--- src/rtl/cacheline_rr_arbiter.sv ---
// N-port cacheline arbiter between upstream caches and the single memory-adapter port.
// Round-robin by default; define CACHELINE_ARB_FIXED_PRIO_EN to use fixed lowest-index priority.
module cacheline_rr_arbiter #(
  parameter int NUM_PORTS  = 2,
  parameter int LINE_WIDTH = 256,
  parameter int ADDR_WIDTH = 32
) (
  input  logic                             clk,
  input  logic                             rst,
  input  logic [NUM_PORTS*ADDR_WIDTH-1:0]  ufp_addr,
  input  logic [NUM_PORTS-1:0]             ufp_read,
  input  logic [NUM_PORTS-1:0]             ufp_write,
  input  logic [NUM_PORTS*LINE_WIDTH-1:0]  ufp_wdata,
  output logic [LINE_WIDTH-1:0]            ufp_rdata,
  output logic [NUM_PORTS-1:0]             ufp_resp,
  output logic [ADDR_WIDTH-1:0]            dfp_addr,
  output logic                             dfp_read,
  output logic                             dfp_write,
  output logic [LINE_WIDTH-1:0]            dfp_wdata,
  input  logic [LINE_WIDTH-1:0]            dfp_rdata,
  input  logic                             dfp_resp
);

  localparam int GRANT_W = $clog2(NUM_PORTS);

  localparam logic [1:0] IDLE = 2'd0;
  localparam logic [1:0] BUSY = 2'd1;
  localparam logic [1:0] RESP = 2'd2;

  localparam logic [GRANT_W-1:0] LAST_GRANT_RESET = GRANT_W'(NUM_PORTS - 1);

  logic [1:0]            state;
  logic [GRANT_W-1:0]    last_grant;
  logic [NUM_PORTS-1:0]  req;
  logic                  sel_valid;
  logic [GRANT_W-1:0]    sel_idx;
  logic [ADDR_WIDTH-1:0] sel_addr;
  logic [LINE_WIDTH-1:0] sel_wdata;
  logic                  sel_write;
  logic [ADDR_WIDTH-1:0] lat_addr;
  logic [LINE_WIDTH-1:0] lat_wdata;
  logic                  lat_write;
  logic [LINE_WIDTH-1:0] rdata_q;

  assign req = ufp_read | ufp_write;

`ifdef CACHELINE_ARB_FIXED_PRIO_EN
  // Descending scan so the lowest requesting index is the last one written.
  always_comb begin
    sel_valid = 1'b0;
    sel_idx   = last_grant;
    for (int i = NUM_PORTS - 1; i >= 0; i--) begin
      if (req[i]) begin
        sel_valid = 1'b1;
        sel_idx   = GRANT_W'(i);
      end
    end
  end
`else
  // Descending offset scan so the nearest port after last_grant wins.
  always_comb begin
    sel_valid = 1'b0;
    sel_idx   = last_grant;
    for (int off = NUM_PORTS; off >= 1; off--) begin
      if (req[(int'(last_grant) + off) % NUM_PORTS]) begin
        sel_valid = 1'b1;
        sel_idx   = GRANT_W'((int'(last_grant) + off) % NUM_PORTS);
      end
    end
  end
`endif

  assign sel_addr  = ufp_addr[sel_idx*ADDR_WIDTH +: ADDR_WIDTH];
  assign sel_wdata = ufp_wdata[sel_idx*LINE_WIDTH +: LINE_WIDTH];
  assign sel_write = ufp_write[sel_idx];

  assign dfp_addr  = lat_addr;
  assign dfp_wdata = lat_wdata;
  assign ufp_rdata = rdata_q;

  // RESP never arbitrates: the just-served port may still show its request.
  always_ff @(posedge clk or posedge rst) begin
    if (rst) begin
      state      <= IDLE;
      last_grant <= LAST_GRANT_RESET;
      lat_addr   <= '0;
      lat_wdata  <= '0;
      lat_write  <= 1'b0;
      rdata_q    <= '0;
      dfp_read   <= 1'b0;
      dfp_write  <= 1'b0;
      ufp_resp   <= '0;
    end else begin
      case (state)
        IDLE: begin
          if (sel_valid) begin
            lat_addr   <= sel_addr;
            lat_wdata  <= sel_wdata;
            lat_write  <= sel_write;
            last_grant <= sel_idx;
            dfp_write  <= sel_write;
            dfp_read   <= ~sel_write;
            state      <= BUSY;
          end
        end
        BUSY: begin
          if (dfp_resp) begin
            if (!lat_write) begin
              rdata_q <= dfp_rdata;
            end
            dfp_read  <= 1'b0;
            dfp_write <= 1'b0;
            ufp_resp  <= NUM_PORTS'(1) << last_grant;
            state     <= RESP;
          end
        end
        RESP: begin
          ufp_resp <= '0;
          state    <= IDLE;
        end
        default: begin
          ufp_resp  <= '0;
          dfp_read  <= 1'b0;
          dfp_write <= 1'b0;
          state     <= IDLE;
        end
      endcase
    end
  end

endmodule
--- config.mk ---
export PLATFORM = sky130hd
export DESIGN_NAME = cacheline_rr_arbiter
export DESIGN_NICKNAME = d
export VERILOG_FILES = /design/src/rtl/cacheline_rr_arbiter.sv
export SDC_FILE = /design/constraint.sdc
export NUM_CORES = 1
export LEC_CHECK = 0
export ABC_AREA = 1
export BUFFER_PORTS_ARGS = -buffer_cell sky130_fd_sc_hd__buf_4
export CAP_MARGIN = 20
export CORE_AREA = 8 8 539 541
export CTS_BUF_LIST = sky130_fd_sc_hd__clkbuf_8
export CTS_CLUSTER_SIZE = 10
export DETAILED_ROUTE_END_ITERATION = 7
export DIE_AREA = 0 0 547 549
export PLACE_DENSITY = 0.3
export SETUP_SLACK_MARGIN = 0.15
export SLEW_MARGIN = 20
export SYNTH_ARGS = -nofsm -noshare
export SYNTH_HDL_FRONTEND = slang
export SYNTH_SLANG_ARGS = --single-unit
export TNS_END_PERCENT = 5
--- constraint.sdc ---
create_clock -name clk -period 20.4 [get_ports clk]
set_input_delay 2.04 -clock clk [delete_from_list [all_inputs] [get_ports clk]]
set_output_delay 2.04 -clock clk [all_outputs]
set_load 0.03 [all_outputs]
# After elaboration in Yosys (flattened, before gate mapping)
# Index checks and enable logic that the tools add are counted.
# word_totals
word_cells,56
output_inout_bits,548
reg_bits,552
# op_classes
n_addsub,2
n_mux,22
n_lt_le_gt_ge,3
shifts,3
reduce_logical,6
n_bitwise,7
n_eq_ne,4
# op_table
cell,count
$shiftx A512 B10 Y256,1
$shiftx A64 B7 Y32,1
$mux W1,15
$pmux W2 S2,2
$lt A2 B3 Y1 const B,2
$mux W2,3
$pmux W1 S3,2
$reduce_and A2 Y1,3
$reduce_and A3 Y1,2
$ne A2 B2 Y1 const B,2
$not A1 Y1,4
$add A1 B1 Y1 const B,2
$and A1 B1 Y1 const A,2
$eq A2 B1 Y1 const B,1
$eq A2 B2 Y1 const B,1
$logic_not A2 Y1,1
$lt A1 B2 Y1 const B,1
$or A2 B2 Y2,1
$shl A1 B1 Y2 const A,1

# Longest topological paths before layout
# Gate-level depths: netlist of run 1.
# logic_depth
ltp_word,12
ltp_mapped,9
mapped_depth_nobuf,6

# Least setup slack after synthesis of run 1
# OpenSTA, ideal clock, no wires.
# synth_path
kind,input to register
startpoint,input port ufp_write[0]
endpoint,register lat_wdata[199] (netlist: dfp_wdata[199])
t_arrival_ps,2913
setup_slack_ps,17369
setup_ps,118
n_path_buf,3
stages,7
cell_sequence,o21ai_1 -> buf_4 -> buf_2 -> buf_2 -> nand3_1 -> nand3_1 -> nand2_1
# synth_between
elab_chain_len,7
elab_cells_between_ends,13
cone_classes,1 x shift; 10 x mux; 1 x bitwise; 1 x reduce/logical
# synth_rtl
element,line_no,source
"start, declared",12,"input logic [NUM_PORTS-1:0] ufp_write,"
$or A2 B2 Y2 *,45,assign req = ufp_read | ufp_write;
$mux W1 (implied by the code) (3 in series),65,if (req[(int'(last_grant) + off) % NUM_PORTS]) begin
$mux W1 (2 in series),65,
$shiftx A512 B10 Y256 or $reduce_and A2 Y1 (tied branches),--,
"end signal, assigned",98,lat_wdata <= sel_wdata;
"end, declared",41,logic [LINE_WIDTH-1:0] lat_wdata;
# Mark *: on every way between the ends. The rest lies on a longest branch, timed or not. The select of a mux whose other input is x is not followed.
# A chain may end at the register's enable or synchronous reset.

# Worst setup path in the final report of run 1
# layout_path
startpoint,input port dfp_resp
endpoint,register rdata_q[151] (netlist: ufp_rdata[151])
# layout_between
elab_chain_len,1
# layout_rtl
element,line_no,source
"start, declared",21,input logic dfp_resp
$reduce_and A3 Y1 (no line),--,
"end signal, assigned",109,rdata_q <= dfp_rdata;
"end, declared",43,logic [LINE_WIDTH-1:0] rdata_q;
# No other way between the ends.

==> results.toml, run 1 <==
[worst_setup_path]
r2r_slack_ns = 15.91
worst-path-max-fanout = 88
r2r-start = "state[1]"
cp_num_buf_inv = 6
worst_r2r_endpoint = "ufp_rdata[167]"
crit_required_ns = 21.21
cpMostUsedCell = "buf_4"
worst_setup_path_start_kind = "input port"
crit_type = "in -> reg"
cpPeakStageDelay_ns = 0.75
r2r_cells = 8
end_kind = "flop"
crit_slowest_cell = "buf_4"
crit_chain = "buf_4 -> inv_2 -> nor2_4 -> nand2_4 -> buf_4 -> buf_4 -> buf_4 -> buf_4 -> nand2_1 -> nand2_1"
cp_top_family = "buffers and inverters"
cp.arrival_ns = 5.57

[detailed_routing]
drt_iter0_markers = 1590
wl_met1_mm = 77.6
wirelength_mm = 205
top_layer = "met5"
post-route-drc-count = 0
wl_met2_mm = 99.7
vias_per_cell = 3.37
postRouteAntennaNets = 0
avgRoutedWirePerCell_um = 23.3
drt-pass1-iter-count = 5
met3WireLength_mm = 23.3
dr_total_vias = 29648

[yosys]
synth_top_area_share = 0.517
yosysSeqAreaShare = 0.518
synth_top_area_cell = "dfrtp_1"
yosys_warnings = 0
synth_most_common_cell = "nand2_1"
synth_area_um2 = 26700
synth_cell_types = 19
synthTopCellsByArea = "dfrtp_1 52%, nand2_1 20%, nand3_1 16%, inv_1 8.2%, buf_2 2.8%"
ys_ff_latch = 552
synthTopCellsByCount = "1,392 x nand2_1, 836 x nand3_1, 581 x inv_1"
synth_nets = 4459
ys.flop_type = "dfrtp_1"
async_flop_share = 1.00
syn_avg_cell_area_um2 = 7.36
syn_inst = 3620
synth_edf_count = 0

[timing]
layout_worst_path_cycle_share = 0.233
worst_pin_slew_ns = 1.17
final_hold_viol_count = 0
skew_ns = 0.0680
rsz0062_at_grt = "no"
slew_headroom = 0.220
drv_slew = 0
max_freq_mhz = 210
tns_ns = 0
final.min_clock_period_ns = 4.76
finalSetupViolations = 0

[hold_path]
worstHoldStart = "ufp_rdata[219]"
hold_path.class = "reg -> reg"
min_path_cells = 2
holdPathEnd = "ufp_rdata[219]"

[pwr]
leakage_nw = 24.2
combPwrFrac = 0.549
p_clk_frac = 0.182
intPower_mw = 3.60
p_seq_frac = 0.269
power.switching_mw = 3.83
netSwitchingFraction = 0.515
vdd_ir_drop_max_v = 0.0000764
cellPowerDensity_nw_per_um2 = 170

[global_route]
first_global_vias = 31106
gr-usage-all-layers = 0.130
antenna_found_initial = 107
grt_overflow = 0
grt_pass1_wl_mm = 276
grt_start_max_net_pins = 136

[cts]
clk_latency_ns = 0.92
htree_levels = 3
cts-root-buf = "clkbuf_8"
cts_setup_buffers = 0
postCtsHoldBufs = 0
cts.clk_slew.worst_paths_ns = 0.06
clockBufferDepth = 4
numCtsBuffers = 124
tritoncts = "built"
cts_sinks = 552
post_cts_resized = 0

[layout]
area.growth.synth_to_final_pct = 63.9
nets = 5768
seq_area_um2 = 13800
drive_gt1_frac = 0.323
num-fill-cells = 32554
multiInputGateArea_um2 = 9550
fin_area_um2 = 43700

[run_status]
status = "completed"

[place]
dpl.hpwl_mm = 164
post_dp_cell_area_um2 = 41000
gp_congestion = 0.849
io_buffers = 1386

[die]
rows = 195
start_util = 0.0948
die_area_um2 = 300000
io_pins = 1387
die_h_um = 549
core-area_um2 = 281000
die_w_um = 547

[flow_run]
maxCapViolCount = 0
==> logic make-up (layout without fill, tap and decap cells) <==
group                  count (synthesis)  in the layout  share of synthesized area
AOI/OAI and AO/OA                      6              6                    0.00122
buffers and inverters                827           2232                      0.126
and+or+nand+nor                     2235           2235                      0.355
other                                  0             18                          0
DFF                                  552            552                      0.518
==> how the worst max path moves through the flow <==
stage	startpoint	slack (ns)	depth (start not counted)	to
2_1_floorplan	rst	2.93	1	dfp_addr[0]
3_3_place_gp	ufp_write[1]	14.43	9	dfp_wdata[132]
3_5_place_dp	dfp_resp	14.71	10	ufp_rdata[228]
4_1_cts	dfp_resp	15.77	10	ufp_rdata[151]
5_1_grt	rst	15.46	6	dfp_wdata[205]
6_report	dfp_resp	15.64	10	ufp_rdata[151]
==> per-layer routing <==
metal  up-vias  global-route usage
met4       114              0.0223
li1      13701                   -
met3       336              0.0684
met5         -                   0
met1     14268               0.142
met2      1229               0.226
==> cell type report <==
| type | count | share of cell area |
|---|---|---|
| flip-flops and latches | 552 | 0.316 |
| repair buffers | 1426 | 0.247 |
| multi-input cells | 2241 | 0.219 |
| well taps | 3743 | 0.107 |
| clock buffers | 162 | 0.0510 |
| inverters | 584 | 0.0505 |
| clock inverters | 60 | 0.00836 |
| diodes | 18 | 0.00103 |
==> worst min-delay path, cell delays in order, from the launching register on <==
cell     delay (ns)
dfrtp_1        0.34
nand2_1        0.05
nand2_1        0.04
==> registers in the layout (all words and copies together), names as in the netlist <==
name        count
dfp_addr       32
dfp_read        1
dfp_wdata     256
dfp_write       1
last_grant      1
lat_write       1
state           2
ufp_rdata     256
ufp_resp        2
==> metrics by stage <==
| step | std cells | hold WS [ns] | util | power (mW) | setup slack, ns |
|---|---|---|---|---|---|
| 6_report | 8786 | 0.469 | 0.155 | 7.43 | 15.64 |
| 5_1_grt | 8770 | 0.489 | 0.155 | 7.96 | 15.46 |
| 4_1_cts | 8768 | 0.475 | 0.155 | 7.65 | 15.77 |
| 3_5_place_dp | 8546 | 0.461 | 0.146 | 6.22 | 14.71 |
| 3_3_place_gp | 8545 | 0.455 | 0.146 | 6.22 | 14.43 |
| 2_1_floorplan | 3620 | 0.469 | - | 4.22 | 2.93 |
==> power by group through the flow <==
stage / Clock [mW] / Combinational [mW] / Sequential (mW)
2_1_floorplan: 0 / 1.26 / 2.96
6_report: 1.35 / 4.08 / 2.00
5_1_grt: 1.46 / 4.42 / 2.07
3_3_place_gp: 0 / 4.21 / 2.02
4_1_cts: 1.43 / 4.20 / 2.02
3_5_place_dp: 0 / 4.20 / 2.02
==> cells in the final DEF, fill, tap and decap left out, types with 4 or more instances in the layout <==
master,count
nand2_1,1390
clkbuf_8,162
nand3_1,836
diode_2,18
dfrtp_1,551
buf_12,5
clkinv_2,11
inv_8,4
inv_1,620
buf_4,1419
Power figures use the tool's default switching activity.
==> inputs of run 2 (changes only) <==
CORE_AREA = 8 8 531 533   (was 8 8 539 541)
DIE_AREA = 0 0 539 541   (was 0 0 547 549)
clock period = 4.2 ns   (was 20.4 ns; I/O delays follow)
==> results.toml, run 2 (same netlist as run 1, synthesis figures left out) <==
[run_status]
status = "completed"

[timing]
layout_worst_path_cycle_share = 0.756
setup_ws_ns = 1.02
worst_pin_slew_ns = 1.06
drv_slew = 0
tns_ns = 0
skew_ns = 0.0547
rsz0062_at_grt = "no"
hold_slack_ns = 0.107
final_hold_viol_count = 0
max_freq_mhz = 315
final.min_clock_period_ns = 3.18
finalSetupViolations = 0
slew_headroom = 0.294

[global_route]
antenna_found_initial = 110
grt_start_max_net_pins = 125
grt_pass1_wl_mm = 298
grt_overflow = 0
gr-usage-all-layers = 0.143
first_global_vias = 35345

[worst_setup_path]
crit_required_ns = 4.98
worst_setup_path_start_kind = "flop"
end_kind = "flop"
cp.arrival_ns = 3.96
crit_type = "reg -> reg"
worst-path-max-fanout = 98

[cts]
cts_sinks = 552
postCtsHoldBufs = 838
post_cts_resized = 0
cts.clk_slew.worst_paths_ns = 0.06
clockBufferDepth = 4
cts-root-buf = "clkbuf_8"
htree_levels = 4
tritoncts = "built"
clk_latency_ns = 0.84
numCtsBuffers = 138
cts_setup_buffers = 0

[detailed_routing]
post-route-drc-count = 0
vias_per_cell = 3.49
drt_iter0_markers = 1595
drt-pass1-iter-count = 5
avgRoutedWirePerCell_um = 22.9
wirelength_mm = 217
postRouteAntennaNets = 0
dr_total_vias = 33143

[layout]
drive_gt1_frac = 0.280
fin_area_um2 = 52300
nets = 6649
layout.cells.non_filler = 9500
area.growth.synth_to_final_pct = 96.0
most-common-layout-cells = "1,431 x buf_4, 1,390 x nand2_1, 838 x dlygate4sd3_1"
final_common_cell = "buf_4"
fin_util = 0.191

[die]
die_w_um = 539
rows = 192
io_pins = 1387
start_util = 0.0977
die_area_um2 = 292000
die_h_um = 541
core-area_um2 = 273000

[place]
io_buffers = 1386
gp_congestion = 0.843
post_dp_cell_area_um2 = 41300
dpl.cell_count = 8421
post-place-ws_ns = 1.50
dpl.hpwl_mm = 171

[pwr]
vdd_ir_drop_max_v = 0.000360
leakage_nw = 27.4
cellPowerDensity_nw_per_um2 = 738
power_mw = 38.5

[flow_run]
maxCapViolCount = 0

[hold_path]
hold_path.class = "in -> reg"
==> run 2: changes by cell type in the layout (fill, tap and decap cells not counted), moves of 3 or more <==
cell	delta
buf_12	+19
buf_4	+12
clkinv_2	-6
clkinvlp_4	+5
diode_2	+12
dlygate4sd3_1	+838
inv_1	-5
inv_8	-3
==> run 2: worst paths after layout <==
kind / start / to / slack [ns] / cells after the start
max in group asynchronous: rst / ufp_rdata[37] / 2.67 / 5
setup reg to reg: state[1] / dfp_wdata[129] / 1.02 / 7
hold / removal: ufp_wdata[465] / dfp_wdata[209] / 0.11 / 5
hold reg to reg: ufp_rdata[37] / ufp_rdata[37] / 0.47 / 2
setup / recovery: state[1] / dfp_wdata[129] / 1.02 / 7
min in group asynchronous: rst / dfp_wdata[144] / 0.16 / 3
==> run 2: layout make-up <==
class	count	area [µm²]
flip-flops and latches	552	13800
clock buffers	163	2240
inverters	584	2200
fillers	31116	221000
clock inverters	48	262
repair buffers	2293	19600
diodes	30	75.1
well taps	3589	4490
multi-input cells	2241	9550
==> run 2: critical path: stages (launching register included) <==
cell           delay (ns)
dfrtp_1              0.42
nor2_2               0.34
nand2_8              0.24
inv_8                0.46
buf_12               0.36
nand3_1              0.16
dlygate4sd3_1        0.61
nand2_1              0.07
==> run 2: per-layer routing <==
metal | up-vias | track usage | part of all wire
met5 | - | 0 | 0.0025
met4 | 82 | 0.0283 | 0.021
met3 | 322 | 0.0630 | 0.098
met2 | 1326 | 0.247 | 0.48
met1 | 15985 | 0.163 | 0.40
li1 | 15428 | - | -
==> run 2: report_power, final <==
group / switching, mW / internal, mW
Combinational: 14.4 / 7.92
Clock: 2.98 / 3.58
Sequential: 1.68 / 7.97
Total: 19.1 / 19.5
